## config.mk

```make
export PLATFORM = sky130hd
export DESIGN_NAME = msu_data_fetch
export DESIGN_NICKNAME = d
export VERILOG_FILES = /design/src/rtl/msu_data_fetch.sv
export SDC_FILE = /design/constraint.sdc
export NUM_CORES = 1
export LEC_CHECK = 0
export ABC_AREA = 1
export ABC_CLOCK_PERIOD_IN_PS = 3750
export CAP_MARGIN = 20
export CORE_MARGIN = 1
export CORE_UTILIZATION = 40
export CTS_CLUSTER_SIZE = 40
export DETAILED_ROUTE_END_ITERATION = 7
export SLEW_MARGIN = 20
export SYNTH_ARGS = -nofsm -noshare
export SYNTH_HDL_FRONTEND = slang
export SYNTH_SLANG_ARGS = --single-unit
```

## constraint.sdc

```tcl
create_clock -name CLK -period 3.75 [get_ports CLK]
set_input_delay 1.125 -clock CLK [delete_from_list [all_inputs] [get_ports CLK]]
set_output_delay 1.125 -clock CLK [all_outputs]
set_load 0.05 [all_outputs]
```

## src/rtl/msu_data_fetch.sv

```systemverilog
// Byte prefetch ring between the MSU data port and a 16-bit little-endian memory.
// A seek flushes the ring; a read still in flight at seek time completes and its data is dropped.
module msu_data_fetch #(
   parameter int DEPTH = 8
) (
   input  logic        CLK,
   input  logic        RST_N,
   input  logic [31:0] msu_data_addr,
   input  logic        msu_data_seek,
   input  logic        msu_data_req,
   output logic [7:0]  msu_data_out,
   output logic        msu_data_busy,
   output logic        mem_rd,
   output logic [31:0] mem_addr,
   input  logic [15:0] mem_din,
   input  logic        mem_ack
);

   localparam int PW = $clog2(DEPTH);
   localparam int LW = PW + 1;
   localparam logic [LW-1:0] FETCH_LIMIT = LW'(DEPTH - 2);

   logic [7:0]    buffer [DEPTH];
   logic [PW-1:0] rd_ptr, rd_ptr_nx;
   logic [PW-1:0] wr_ptr, wr_ptr_nx;
   logic [LW-1:0] level, level_nx;
   logic [31:0]   fetch_addr, fetch_addr_nx;
   logic [31:0]   mem_addr_nx;
   logic          mem_rd_nx;
   logic          seek_pending, seek_pending_nx;
   logic          discard, discard_nx;
   logic          odd_skip, odd_skip_nx;
   logic          fetch_en, fetch_en_nx;
   logic [7:0]    out_nx;
   logic          busy_nx;

   logic          ack_live;
   logic          take_word;
   logic          consume;
   logic          wr0_en, wr1_en;
   logic [PW-1:0] wp0, wp1;
   logic [7:0]    wd0;

   always_comb begin
      rd_ptr_nx       = rd_ptr;
      wr_ptr_nx       = wr_ptr;
      level_nx        = level;
      fetch_addr_nx   = fetch_addr;
      mem_addr_nx     = mem_addr;
      mem_rd_nx       = mem_rd;
      seek_pending_nx = seek_pending;
      discard_nx      = discard;
      odd_skip_nx     = odd_skip;
      fetch_en_nx     = fetch_en;
      out_nx          = msu_data_out;

      ack_live  = mem_ack & mem_rd;
      take_word = ack_live & ~discard & ~msu_data_seek;
      consume   = msu_data_req & ~msu_data_seek & ~seek_pending & (level != '0);

      wp0    = wr_ptr;
      wp1    = wr_ptr + PW'(1);
      wd0    = odd_skip ? mem_din[15:8] : mem_din[7:0];
      wr0_en = take_word;
      wr1_en = take_word & ~odd_skip;

      if (msu_data_seek) begin
         level_nx        = '0;
         rd_ptr_nx       = '0;
         wr_ptr_nx       = '0;
         fetch_addr_nx   = {msu_data_addr[31:1], 1'b0};
         odd_skip_nx     = msu_data_addr[0];
         seek_pending_nx = 1'b1;
         fetch_en_nx     = 1'b1;
         // A read still waiting for its ack must keep its address until the ack, then be dropped.
         if (mem_rd && !mem_ack) begin
            discard_nx = 1'b1;
         end else begin
            discard_nx  = 1'b0;
            mem_rd_nx   = 1'b1;
            mem_addr_nx = {msu_data_addr[31:1], 1'b0};
         end
      end else begin
         if (take_word) begin
            level_nx        = level + LW'(odd_skip ? 1 : 2) - LW'(consume);
            wr_ptr_nx       = wr_ptr + PW'(odd_skip ? 1 : 2);
            fetch_addr_nx   = fetch_addr + 32'd2;
            odd_skip_nx     = 1'b0;
            seek_pending_nx = 1'b0;
            mem_rd_nx       = 1'b0;
         end else if (ack_live) begin
            discard_nx  = 1'b0;
            mem_rd_nx   = 1'b1;
            mem_addr_nx = fetch_addr;
            level_nx    = level - LW'(consume);
         end else begin
            level_nx = level - LW'(consume);
            if (!mem_rd && fetch_en && !seek_pending && (level <= FETCH_LIMIT)) begin
               mem_rd_nx   = 1'b1;
               mem_addr_nx = fetch_addr;
            end
         end
         if (consume) begin
            rd_ptr_nx = rd_ptr + PW'(1);
         end
      end

      // The head may be a byte landing on this very edge, so bypass the ring for it.
      if (level_nx != '0) begin
         if (wr0_en && (rd_ptr_nx == wp0)) begin
            out_nx = wd0;
         end else if (wr1_en && (rd_ptr_nx == wp1)) begin
            out_nx = mem_din[15:8];
         end else begin
            out_nx = buffer[rd_ptr_nx];
         end
      end

      busy_nx = seek_pending_nx | (level_nx == '0);
   end

   always_ff @(posedge CLK or negedge RST_N) begin
      if (!RST_N) begin
         rd_ptr        <= '0;
         wr_ptr        <= '0;
         level         <= '0;
         fetch_addr    <= '0;
         mem_addr      <= '0;
         mem_rd        <= 1'b0;
         seek_pending  <= 1'b0;
         discard       <= 1'b0;
         odd_skip      <= 1'b0;
         fetch_en      <= 1'b0;
         msu_data_out  <= '0;
         msu_data_busy <= 1'b1;
      end else begin
         rd_ptr        <= rd_ptr_nx;
         wr_ptr        <= wr_ptr_nx;
         level         <= level_nx;
         fetch_addr    <= fetch_addr_nx;
         mem_addr      <= mem_addr_nx;
         mem_rd        <= mem_rd_nx;
         seek_pending  <= seek_pending_nx;
         discard       <= discard_nx;
         odd_skip      <= odd_skip_nx;
         fetch_en      <= fetch_en_nx;
         msu_data_out  <= out_nx;
         msu_data_busy <= busy_nx;
      end
   end

   always_ff @(posedge CLK) begin
      if (wr0_en) begin
         buffer[wp0] <= wd0;
      end
      if (wr1_en) begin
         buffer[wp1] <= mem_din[15:8];
      end
   end

endmodule

```

* Word level (Yosys, flattened, before mapping)
Memories as Yosys holds them, arrays and structs flattened. A register that Yosys moved wholly into a read port is not among the register bits. Cells that the tools add are included.
Operators by class: bitwise gates (word level) 12, add/subtract/negate cells 7, multiplexer cells 32, order comparisons 1, equal/unequal tests 2, reductions and logical operators 18
Operators with widths (number):
- $mux W32 | 7
- $add A32 B2 Y32 const B | 1
- $mux W1 | 17
- $mux W3 | 4
- $reduce_bool A4 Y1 | 3
- $mux W4 | 2
- $mux W8 | 1
- $sub A4 B1 Y4 | 2
- $and A1 B1 Y1 | 7
- $add A3 B1 Y3 const B | 2
- $add A4 B4 Y4 | 1
- $le A4 B3 Y1 const B | 1
- $logic_and A1 B1 Y1 | 4
- $logic_not A1 Y1 | 4
- $logic_not A4 Y1 | 1
- $ne A2 B2 Y1 const B | 2
- $not A1 Y1 | 4
- $reduce_and A2 Y1 | 2
- $reduce_bool A2 Y1 | 2
- $add A3 B2 Y3 | 1
- $reduce_and A3 Y1 | 1
- $reduce_bool A3 Y1 | 1
- $mux W2 | 1
- $or A1 B1 Y1 | 1
Storage, ports and cells: input bits 53, word-level logic and storage cells 84, memories 1, output and inout port bits 42, bits in registers 80, memory bits (writable) 64
Memory list:
- buffer | depth 8, bits a word 8, rd ports 1, clocked after memory_dff 1, write ports 2, RTL line 23 | logic [7:0] buffer [DEPTH];

* Logic depth before layout (Yosys ltp)
Gate-level depths: netlist of the first run.
word-level depth 9, depth in mapped cells 18, mapped depth without buffers 18

* Worst setup path after synthesis of the first run
No wires, ideal clock.
path kind input -> register, start in msu_data_seek, end reg msu_data_out[0] (read register of buffer), path slack 464 ps, cell stages on the path 16, required time 3684 ps, arrival 3220 ps, path through inv_2 > nand2_4 > nor2_8 > nand2_4 > inv_1 > ha_1 > inv_1 > ha_1 > fa_1 > xnor2_1 > o22ai_1 > nor3_1 > nand3_2 > inv_1 > nand2_1 > nand2_1
On the way: longest elaborated chain between the ends 8, elaborated cells on any way between the ends 12
Ends and longest elaborated chain:
- start, declared | RTL line 9 | input logic msu_data_seek,
- $not A1 Y1 | RTL line 58, 59
- $and A1 B1 Y1 (3 in a row) | RTL line 59 | consume = msu_data_req & ~msu_data_seek & ~seek_pending & (level != '0);
- $sub A4 B1 Y4, on equally long branches | RTL line 95, 97, 85
- $mux W4 | RTL line 84 | if (take_word) begin
- $mux W4 * | RTL line 67 | if (msu_data_seek) begin
- named net level_nx[2] | RTL line 26 | logic [LW-1:0] level, level_nx;
- $reduce_bool A4 Y1 * | RTL line 109 | if (level_nx != '0) begin
- end, declared | RTL line 11 | output logic [7:0] msu_data_out,
The timed path passes the listed nets; every way through them passes the cells marked *. A chain may end at the register's enable or synchronous reset.

* Final worst setup path of the first run
start in msu_data_req, end reg msu_data_out[1] (read register of buffer)
On the way: longest elaborated chain between the ends 7, elaborated cells on any way between the ends 10
Ends and longest elaborated chain:
- start, declared | RTL line 10 | input logic msu_data_req,
- $and A1 B1 Y1 * (3 in a row) | RTL line 59
- $sub A4 B1 Y4, on equally long branches | RTL line 95, 97, 85
- $mux W4 * | RTL line 84
- $mux W4 * | RTL line 67
- named net level_nx[1] | RTL line 26
- $reduce_bool A4 Y1 * | RTL line 109
Marked as above.

==> flow_summary.toml, run 1 <==
[drt]
vias = 8044
detail_route.iter0.violations = 629
routed_wl_mm = 25.1
first_pass_iters = 7
vias_per_cell = 5.15
routedWlPerCell_um = 16.0
ant_nets = 0
drc = 0

[synth]
synth-seq-cells = 151
synth_area_per_cell_um2 = 7.66
synth-edff-count = 64
netlist_instances = 1140
synthDistinctLibCells = 45
syn_nets = 1208
synth-main-ff-cell = "dfrtp_1"
synth_seq_area_share_pct = 47.0
ys_warn_count = 0
async_flop_share_pct = 57.6
netlist_area_um2 = 8730

[layout]
fin_area_um2 = 11000
nets = 1343
stdcell_count = 1563
regArea_um2 = 4100
multi_input_area_um2 = 3790
antennaDiodeCount = 0
fillerInstances = 2050
drive_gt1_share_pct = 10.7
syn2layout_area_growth_pct = 26.6

[placement]
dpl_cell_area_um2 = 10400
portBuffers = 94
dp_hpwl_mm = 17.4
gp_congestion = 0.851
pre_cts_ws_ns = -0.343
placed_cells = 1529

[die]
initial_utilization_pct = 41.1
boundaryPins = 95
core_um2 = 21200
die_w_um = 150
die_h_um = 150
num_rows = 53
dieArea_um2 = 22400

[grt]
grt_max_degree = 54
grt_antenna_before_repair = 0
grt_pass1_wl_mm = 40.3
grt-ovfl-total = 0
track_usage_pct = 23.2
grt_pass1_vias = 7637

[sta]
whs_ns = 0.467
fmax_ghz = 0.285
period_minus_slack_ns = 3.51
max-slew-margin-rel_pct = 58.9
fin_crit_sh_pct = 93.7
skew_ns = 0.0147
finalHoldViolCount = 0
tightest_slew_ns = 0.609
fin_ws_ns = 0.236
setup_viol = 0
rsz0062_at_grt = "false"
drv_slew = 0

[setup_path]
reg2reg_from = "level[2]$_DFF_PN0_"
r2r_cells = 18
endpoint_kind = "flip-flop"
arrival_ns = 3.82
reg2reg_to = "msu_data_out[1]$_DFFE_PN0P_"
worstSetupStartpointType = "input pin"
cp_max_fo = 5
worstSetupPathType = "input pin to flip-flop"
crit_required_ns = 4.06
r2r_slack_ns = 0.56

[clock_tree]
cts_num_sinks = 151
cts.path.max_buffers = 2
cts-root-buf = "clkbuf_16"
htreeDepth = 4
clk_latency_ns = 0.43
numCtsBuffers = 17
cts_tree = "done"
clk_pin_slew_ns = 0.07
hold_buffers = 0

[min_path]
whs_path_depth = 1
hold_class = "flip-flop to flip-flop"
min_to = "fetch_en$_DFFE_PN0P_"
worst_hold_startpoint = "fetch_en$_DFFE_PN0P_"

[power_and_ir_drop]
vdd_drop_max_v = 0.000276
power_leakage_nw = 5.21
power_density_nw_per_um2 = 530

[outcome]
status = "completed"

[run]
maxCapViolations = 0
-- registers in the layout (all words and copies together) (netlist names), 3 cells and up --
name,count
fetch_addr,31
buffer,64
mem_addr,32
rd_ptr,3
wp0,3
msu_data_out,8
level,4
-- per-stage QoR --
step / util, % / setup TNS (ns) / power [mW]
2_1_floorplan: - / 0 / 3.40
4_1_cts: 51.9 / 0 / 5.83
3_5_place_dp: 49.1 / -2.79 / 4.10
5_1_grt: 52.1 / 0 / 6.15
3_3_place_gp: 49.1 / -2.80 / 4.08
6_report: 52.1 / 0 / 5.85
-- power breakdown --
group / total, mW / switching, mW / internal, mW
clock network: 1.73 / 0.693 / 1.04
logic: 1.97 / 1.31 / 0.656
registers: 2.15 / 0.166 / 1.99
-- logic make-up (layout without fill, tap and decap cells) --
group | Yosys count | in the layout | share of synthesized area [%]
simple gates | 543 | 544 | 27.8
buf+inv | 221 | 368 | 9.79
compound gates | 206 | 206 | 12.7
flops | 151 | 151 | 47.0
fa+ha+maj | 15 | 15 | 2.32
xor+xnor | 4 | 4 | 0.402
-- repair_timing --
action | 4_1_cts | 5_1_grt
gates resized for setup | 0 | 5
hold endpoints to repair | 0 | 0
setup endpoints to repair | 0 | 8
buffers inserted | 0 | 1
-- worst max-delay path, stage by stage --
cell and delay, ns:
clkdlybuf4s50_1 0.54, nand2_4 0.08, nor2_8 0.09, nand2_4 0.05, inv_1 0.08, ha_1 0.22, inv_1 0.06, ha_1 0.18
fa_1 0.41, nand2_1 0.07, o21ai_1 0.09, nor3_2 0.24, buf_4 0.18, nand3_4 0.13, nand2_1 0.13, inv_2 0.03
nand2_1 0.06, nand2_1 0.04
-- how the worst max path moves through the flow --
stage               slack, ns           from                           to
detailed placement      -0.34  msu_data_seek  msu_data_out[6]$_DFFE_PN0P_
floorplan                0.46  msu_data_seek  msu_data_out[0]$_DFFE_PN0P_
global route             0.01   msu_data_req  msu_data_out[2]$_DFFE_PN0P_
global placement        -0.34  msu_data_seek  msu_data_out[1]$_DFFE_PN0P_
finish                   0.24   msu_data_req  msu_data_out[1]$_DFFE_PN0P_
CTS                      0.09  msu_data_seek  msu_data_out[6]$_DFFE_PN0P_
-- cell usage in the layout, fill, tap and decap left out, drive strengths merged, types with 3 or more instances in the layout --
cell             n
nand2          341
o21ai          164
inv            163
nand3          108
clkdlybuf4s50   92
dfrtp           86
buf             70
edfxtp          64
nand4           42
nor2            38
clkbuf          23
clkinv          17
a21oi           15
ha              13
o211ai          10
nor3             7
o22ai            4
o41ai            4
nand3b           3
or2              3
-- layer usage --
layer / part of all wire, % / global-route usage [%] / up-vias / wire length, um
met4: 1.1 / 5.51 / 0 / 281
li1: - / - / 4034 / -
met5: 0 / 0 / - / 0
met2: 45 / 36.3 / 242 / 11100
met1: 49 / 33.6 / 3741 / 12200
met3: 5.8 / 3.41 / 27 / 1450
-- synth_stat cells (2+ instances only) --
master | instances | share of area (%)
o21bai_1 | 2 | 0.17
inv_1 | 152 | 6.5
o21ai_1 | 16 | 0.92
dfrtp_1 | 86 | 25
xor2_1 | 2 | 0.20
o211ai_1 | 10 | 0.86
nand2_2 | 6 | 0.43
buf_2 | 11 | 0.63
nor2_1 | 31 | 1.3
o41ai_1 | 4 | 0.40
nand2_1 | 332 | 14
o22ai_1 | 4 | 0.29
o21ai_0 | 148 | 8.5
inv_2 | 9 | 0.39
nand4_1 | 42 | 3.0
ha_1 | 13 | 1.9
fa_1 | 2 | 0.46
clkinv_1 | 12 | 0.52
or2_2 | 2 | 0.14
nor2_2 | 3 | 0.22
nand2_4 | 3 | 0.39
nand3_1 | 101 | 5.8
o31ai_1 | 2 | 0.17
edfxtp_1 | 64 | 22
clkbuf_1 | 32 | 1.4
nor2_4 | 3 | 0.39
nand3b_1 | 3 | 0.26
nand3_2 | 6 | 0.69
buf_1 | 3 | 0.13
a21oi_1 | 14 | 0.80
nor3_1 | 7 | 0.40
xnor2_1 | 2 | 0.20
-- final cells by class --
cell class                 instances  share of cell area (%)
clock buffer                      23                    4.67
clock inverter                     9                   0.759
inverter                         173                    5.88
multi-input combinational        769                    34.4
sequential                       151                    37.1
tap                              275                    3.11
timing repair buffer             163                    14.1
No activity file was read; power rests on OpenSTA's default activity.
==> run 2: changes to the inputs <==
- ABC_AREA: 1 -> not set
==> flow_summary.toml, run 2 <==
[synth]
synth-main-ff-cell = "dfrtp_1"
yosys-top-cells-area = "dfrtp_1 (26%), edfxtp_1 (23%), mux2i_1 (13%)"
yosysTopAreaCell = "dfrtp_1"
synth.most_common_cell = "mux2i_1"
synth_seq_area_share_pct = 49.9
netlist_instances = 783
synth-seq-cells = 151
async_flop_share_pct = 57.6
netlist_area_um2 = 8220
synth_area_per_cell_um2 = 10.5
yosysTopAreaCellShare_pct = 26.2
ys_warn_count = 0
synth_common_cells = "mux2i_1 (110), nand2_1 (88), dfrtp_1 (86), nor2_1 (68), edfxtp_1 (64)"
synthDistinctLibCells = 64
syn_nets = 851
synth-edff-count = 64

[grt]
grt-ovfl-total = 0
track_usage_pct = 21.3
grt_pass1_wl_mm = 34.5
grt_max_degree = 63
grt_util_met2_pct = 33.4
gr-usage-met1_pct = 30.3
grt_use_met3_pct = 3.57
grt_busiest_layer = "met2"
grt_pass1_vias = 6232
grt_antenna_before_repair = 0

[placement]
dp_hpwl_mm = 14.8
gp_congestion = 0.827
portBuffers = 94
placed_cells = 1146

[drt]
detail_route.iter0.violations = 362
ant_nets = 0
vias = 6293
drc = 0
vias_per_cell = 5.30
routedWlPerCell_um = 18.0
first_pass_iters = 5
routed_wl_mm = 21.4

[die]
dieArea_um2 = 21100
die_w_um = 145
boundaryPins = 95
num_rows = 52
core_um2 = 20200
initial_utilization_pct = 40.8
die_h_um = 145

[layout]
largest_reg_flops = 64
syn2layout_area_growth_pct = 26.2
stdcell_count = 1188
drive_gt1_share_pct = 13.2
nets = 973
final_common_cell = "mux2i_1"
antennaDiodeCount = 0
mostFrequentLayoutCells = "mux2i_1 (110), clkdlybuf4s50_1 (91), nand2_1 (87)"
top_regs = "buffer (64), mem_addr (32), fetch_addr (31)"
top_register = "buffer"

[setup_path]
worstSetupPathType = "input pin to flip-flop"
endpoint_kind = "flip-flop"
worstSetupStartpointType = "input pin"
reg2reg_to = "msu_data_out[3]$_DFFE_PN0P_"
reg2reg_from = "level[3]$_DFF_PN0_"
arrival_ns = 3.88
r2r_slack_ns = 0.31
cp_max_fo = 8
crit_required_ns = 4.09
r2r_cells = 15

[sta]
tightest_slew_ns = 1.14
finalHoldViolCount = 0
fin_crit_sh_pct = 94.4
setup-tns-final_ns = 0
max-slew-margin-rel_pct = 23.7
rsz0062_at_grt = "false"
skew_ns = 0.0133
setup_viol = 0
period_minus_slack_ns = 3.54
drv_slew = 0
fmax_ghz = 0.282

[min_path]
min_to = "fetch_en$_DFFE_PN0P_"
worst_hold_startpoint = "fetch_en$_DFFE_PN0P_"
whs_path_depth = 1
hold_class = "flip-flop to flip-flop"

[clock_tree]
cts_num_sinks = 151
clk_latency_ns = 0.43
numCtsBuffers = 17
htreeDepth = 4
cts.path.max_buffers = 2
cts_tree = "done"
clk_pin_slew_ns = 0.06
cts-root-buf = "clkbuf_16"
hold_buffers = 0

[power_and_ir_drop]
power_mw = 5.72
power_density_nw_per_um2 = 551
power_leakage_nw = 4.36
vdd_drop_max_v = 0.000349

[outcome]
status = "completed"

[run]
maxCapViolations = 0
-- run 2: layer usage --
layer | part of all wire, % | wire [um]
met5 | 0 | 0
met4 | 1.3 | 279
met3 | 3.9 | 824
met2 | 46 | 9810
met1 | 49 | 10500
-- run 2: how the worst max path moves through the flow --
stage / startpoint / end / slack [ns] / cells past startpoint
2_1_floorplan: msu_data_seek / msu_data_out[2]$_DFFE_PN0P_ / -0.02 / 13
3_3_place_gp: msu_data_req / msu_data_out[2]$_DFFE_PN0P_ / -0.68 / 14
3_5_place_dp: msu_data_req / msu_data_out[3]$_DFFE_PN0P_ / -0.71 / 14
4_1_cts: msu_data_req / msu_data_out[3]$_DFFE_PN0P_ / 0.04 / 14
5_1_grt: msu_data_seek / msu_data_out[3]$_DFFE_PN0P_ / 0.06 / 14
6_report: msu_data_seek / msu_data_out[3]$_DFFE_PN0P_ / 0.21 / 14
-- run 2: worst max-delay path, cell delays in order --
cell	delay, ns
buf_2	0.10
or3b_4	0.38
nor2_4	0.15
ha_4	0.21
inv_2	0.06
ha_4	0.13
fa_1	0.40
nor2b_2	0.15
mux2i_1	0.18
o211a_1	0.19
o31a_1	0.15
and3b_2	0.29
a22o_1	0.21
a211oi_2	0.15
-- run 2: stage by stage --
step | setup slack [ns] | hold WS (ns) | utilization [%] | instance area (um^2)
6_report | 0.208 | 0.472 | 51.4 | 10400
5_1_grt | 0.0638 | 0.506 | 51.4 | 10400
4_1_cts | 0.0358 | 0.475 | 51.3 | 10300
3_5_place_dp | -0.708 | 0.456 | 47.9 | 9660
3_3_place_gp | -0.680 | 0.457 | 47.9 | 9660
2_1_floorplan | -0.0193 | 0.436 | - | 8230
-- run 2: repair_timing --
action	4_1_cts	5_1_grt
buffers inserted	10	0
gates cloned	0	0
pin swaps	6	5
endpoints found under the hold margin	0	0
resized for setup	6	8
endpoints found under the setup margin	8	8
-- run 2: area by class of cell --
type	count	area, um^2
Sequential cell	151	4100
Fill cell	1855	9800
Clock buffer	24	536
Clock inverter	8	58.8
Tap cell	270	338
Inverter	26	97.6
Multi-Input combinational cell	562	3880
Timing Repair Buffer	147	1360
-- run 2: cells by family after synthesis --
family | after synthesis | synth area share [%]
buffers and inverters | 70 | 3.59
muxes | 114 | 14.1
AOI/OAI and AO/OA | 173 | 13.8
DFF | 151 | 49.9
xor gates and xnor gates | 17 | 2.15
and+or+nand+nor | 243 | 14.0
adders and majority gates | 15 | 2.47
-- run 2: power breakdown --
| part | total [mW] | internal (mW) | switching (mW) | leakage (nW) |
|---|---|---|---|---|
| clock network | 1.70 | 1.00 | 0.696 | 0.281 |
| logic | 1.87 | 0.693 | 1.17 | 2.44 |
| registers | 2.15 | 1.97 | 0.182 | 1.64 |
==> run 3: changes to the inputs <==
- CORE_UTILIZATION: 40 -> 45
- PLACE_DENSITY: not set -> 0.66
==> flow_summary.toml, run 3 (same netlist as run 2, synthesis figures left out) <==
[outcome]
status = "completed"

[die]
die_h_um = 137
core_um2 = 17900
initial_utilization_pct = 45.9
die_w_um = 137
dieArea_um2 = 18800
num_rows = 49
boundaryPins = 95

[min_path]
worst_hold_startpoint = "fetch_en$_DFFE_PN0P_"
whs_path_depth = 1
min_to = "fetch_en$_DFFE_PN0P_"
hold_class = "flip-flop to flip-flop"

[layout]
largest_reg_flops = 64
top_regs = "buffer (64), mem_addr (32), fetch_addr (31)"
stdcell_count = 1144
final_common_cell = "mux2i_1"
fillerInstances = 1495
antennaDiodeCount = 0
mostFrequentLayoutCells = "mux2i_1 (109), clkdlybuf4s50_1 (91), nand2_1 (88)"
top_register = "buffer"
syn2layout_area_growth_pct = 25.8
nets = 970
drive_gt1_share_pct = 12.5
fin_area_um2 = 10300

[setup_path]
worstSetupPathType = "input pin to flip-flop"
worstSetupStartpointType = "input pin"
crit_buf_inv = 2
slowest_stage = "fa_1"
reg2reg_to = "level[1]$_DFF_PN0_"
cp_max_fo = 8
arrival_ns = 4.02
r2r_slack_ns = 0.22
path_cells = "clkdlybuf4s15_2, or3b_4, nor2_4, ha_4, inv_2, ha_4, fa_1, nor2b_4, mux2i_2, o211a_1, o31a_1, and3b_2, a22o_1, a211oi_2"
slowest_delay_ns = 0.41
crit_required_ns = 4.09
endpoint_kind = "flip-flop"
cp_top_family = "simple AND/OR/NAND/NOR gates"
reg2reg_from = "level[2]$_DFF_PN0_"
path_common_cell = "ha_4"
r2r_cells = 20

[clock_tree]
hold_buffers = 0
cts_num_sinks = 151
cts.path.max_buffers = 2
clk_latency_ns = 0.43
cts_tree = "done"
htreeDepth = 4
cts-root-buf = "clkbuf_16"
numCtsBuffers = 17
clk_pin_slew_ns = 0.06

[sta]
max-slew-margin-rel_pct = 30.5
fmax_ghz = 0.272
period_minus_slack_ns = 3.68
finalHoldViolCount = 0
skew_ns = 0.00969
fin_ws_ns = 0.0717
setup_viol = 0
drv_slew = 0
tightest_slew_ns = 1.04
fin_crit_sh_pct = 98.1
whs_ns = 0.465

[drt]
routedWlPerCell_um = 18.6
ant_nets = 0
vias = 6493
detail_route.iter0.violations = 439
first_pass_iters = 5
drc = 0
vias_per_cell = 5.68
routed_wl_mm = 21.3

[grt]
grt_antenna_before_repair = 0
grt_pass1_vias = 6453
track_usage_pct = 23.9
grt_max_degree = 63
grt-ovfl-total = 0
grt_pass1_wl_mm = 33.6

[placement]
dp_hpwl_mm = 14.8
portBuffers = 94
placed_cells = 1101
dpl_cell_area_um2 = 9550
gp_congestion = 0.834
pre_cts_ws_ns = -0.805

[power_and_ir_drop]
power_leakage_nw = 4.37
power_density_nw_per_um2 = 576
vdd_drop_max_v = 0.000350

[run]
maxCapViolations = 0
==> run 3: final cells by class <==
type | instances | area (um^2) | area share [%]
multi-input combinational | 562 | 3880 | 37.5
clock buffer | 20 | 437 | 4.22
tap | 229 | 287 | 2.77
clock inverter | 12 | 223 | 2.15
inverter | 26 | 97.6 | 0.944
sequential | 151 | 4100 | 39.6
timing repair buffer | 144 | 1320 | 12.8
==> run 3: worst max-delay path by stage <==
stage	startpoint	end	slack [ns]	depth (start not counted)
floorplan	msu_data_seek	msu_data_out[2]$_DFFE_PN0P_	-0.02	13
global placement	msu_data_req	msu_data_out[6]$_DFFE_PN0P_	-0.67	14
detailed placement	msu_data_req	msu_data_out[3]$_DFFE_PN0P_	-0.80	14
CTS	msu_data_req	msu_data_out[3]$_DFFE_PN0P_	0.008	14
global route	msu_data_req	msu_data_out[3]$_DFFE_PN0P_	-0.02	14
finish	msu_data_req	msu_data_out[2]$_DFFE_PN0P_	0.07	14
==> run 3: layer usage <==
| layer | vias to the layer above | track usage [%] | share of wire [%] |
|---|---|---|---|
| met5 | - | 0 | 0 |
| met3 | 28 | 4.07 | 5.1 |
| met2 | 209 | 38.2 | 49 |
| met1 | 3198 | 32.5 | 45 |
| met4 | 0 | 8.97 | 1.5 |
| li1 | 3058 | - | - |
==> run 3: timing repair <==
| item | 4_1_cts | 5_1_grt |
|---|---|---|
| pin swaps | 7 | 5 |
| endpoints found under the hold margin | 0 | 0 |
| gates resized for setup | 8 | 6 |
| setup endpoints to repair | 8 | 8 |
| buffers inserted | 10 | 1 |
==> run 3: worst reg2reg max path, cell delays in order (launching register included) <==
cell and delay [ns]:
dfrtp_1 0.43, inv_1 0.11, ha_1 0.14, nor3b_2 0.39, nor2_4 0.07, ha_4 0.27, inv_2 0.03, ha_4 0.15
fa_1 0.48, nor2b_4 0.14, mux2i_2 0.10, buf_4 0.14, buf_4 0.12, buf_4 0.12, buf_4 0.12, buf_4 0.12
buf_4 0.12, buf_4 0.12, buf_4 0.12, buf_4 0.12, inv_1 0.04
==> run 3: report_power, final <==
| part | total [mW] | switching [mW] | internal (mW) |
|---|---|---|---|
| sequential | 2.15 | 0.184 | 1.97 |
| clock | 1.93 | 0.682 | 1.25 |
| combinational | 1.88 | 1.18 | 0.691 |
| total | 5.96 | 2.05 | 3.91 |
==> run 3: metrics by stage <==
stage	utilization, %	TNS, ns	power [mW]
after floorplan	-	-0.0982	3.34
after global placement	53.3	-5.27	3.95
after detailed placement	53.3	-6.17	4.00
after CTS	57.5	0	5.97
after global routing	57.8	-0.0411	6.23
final	57.8	0	5.96
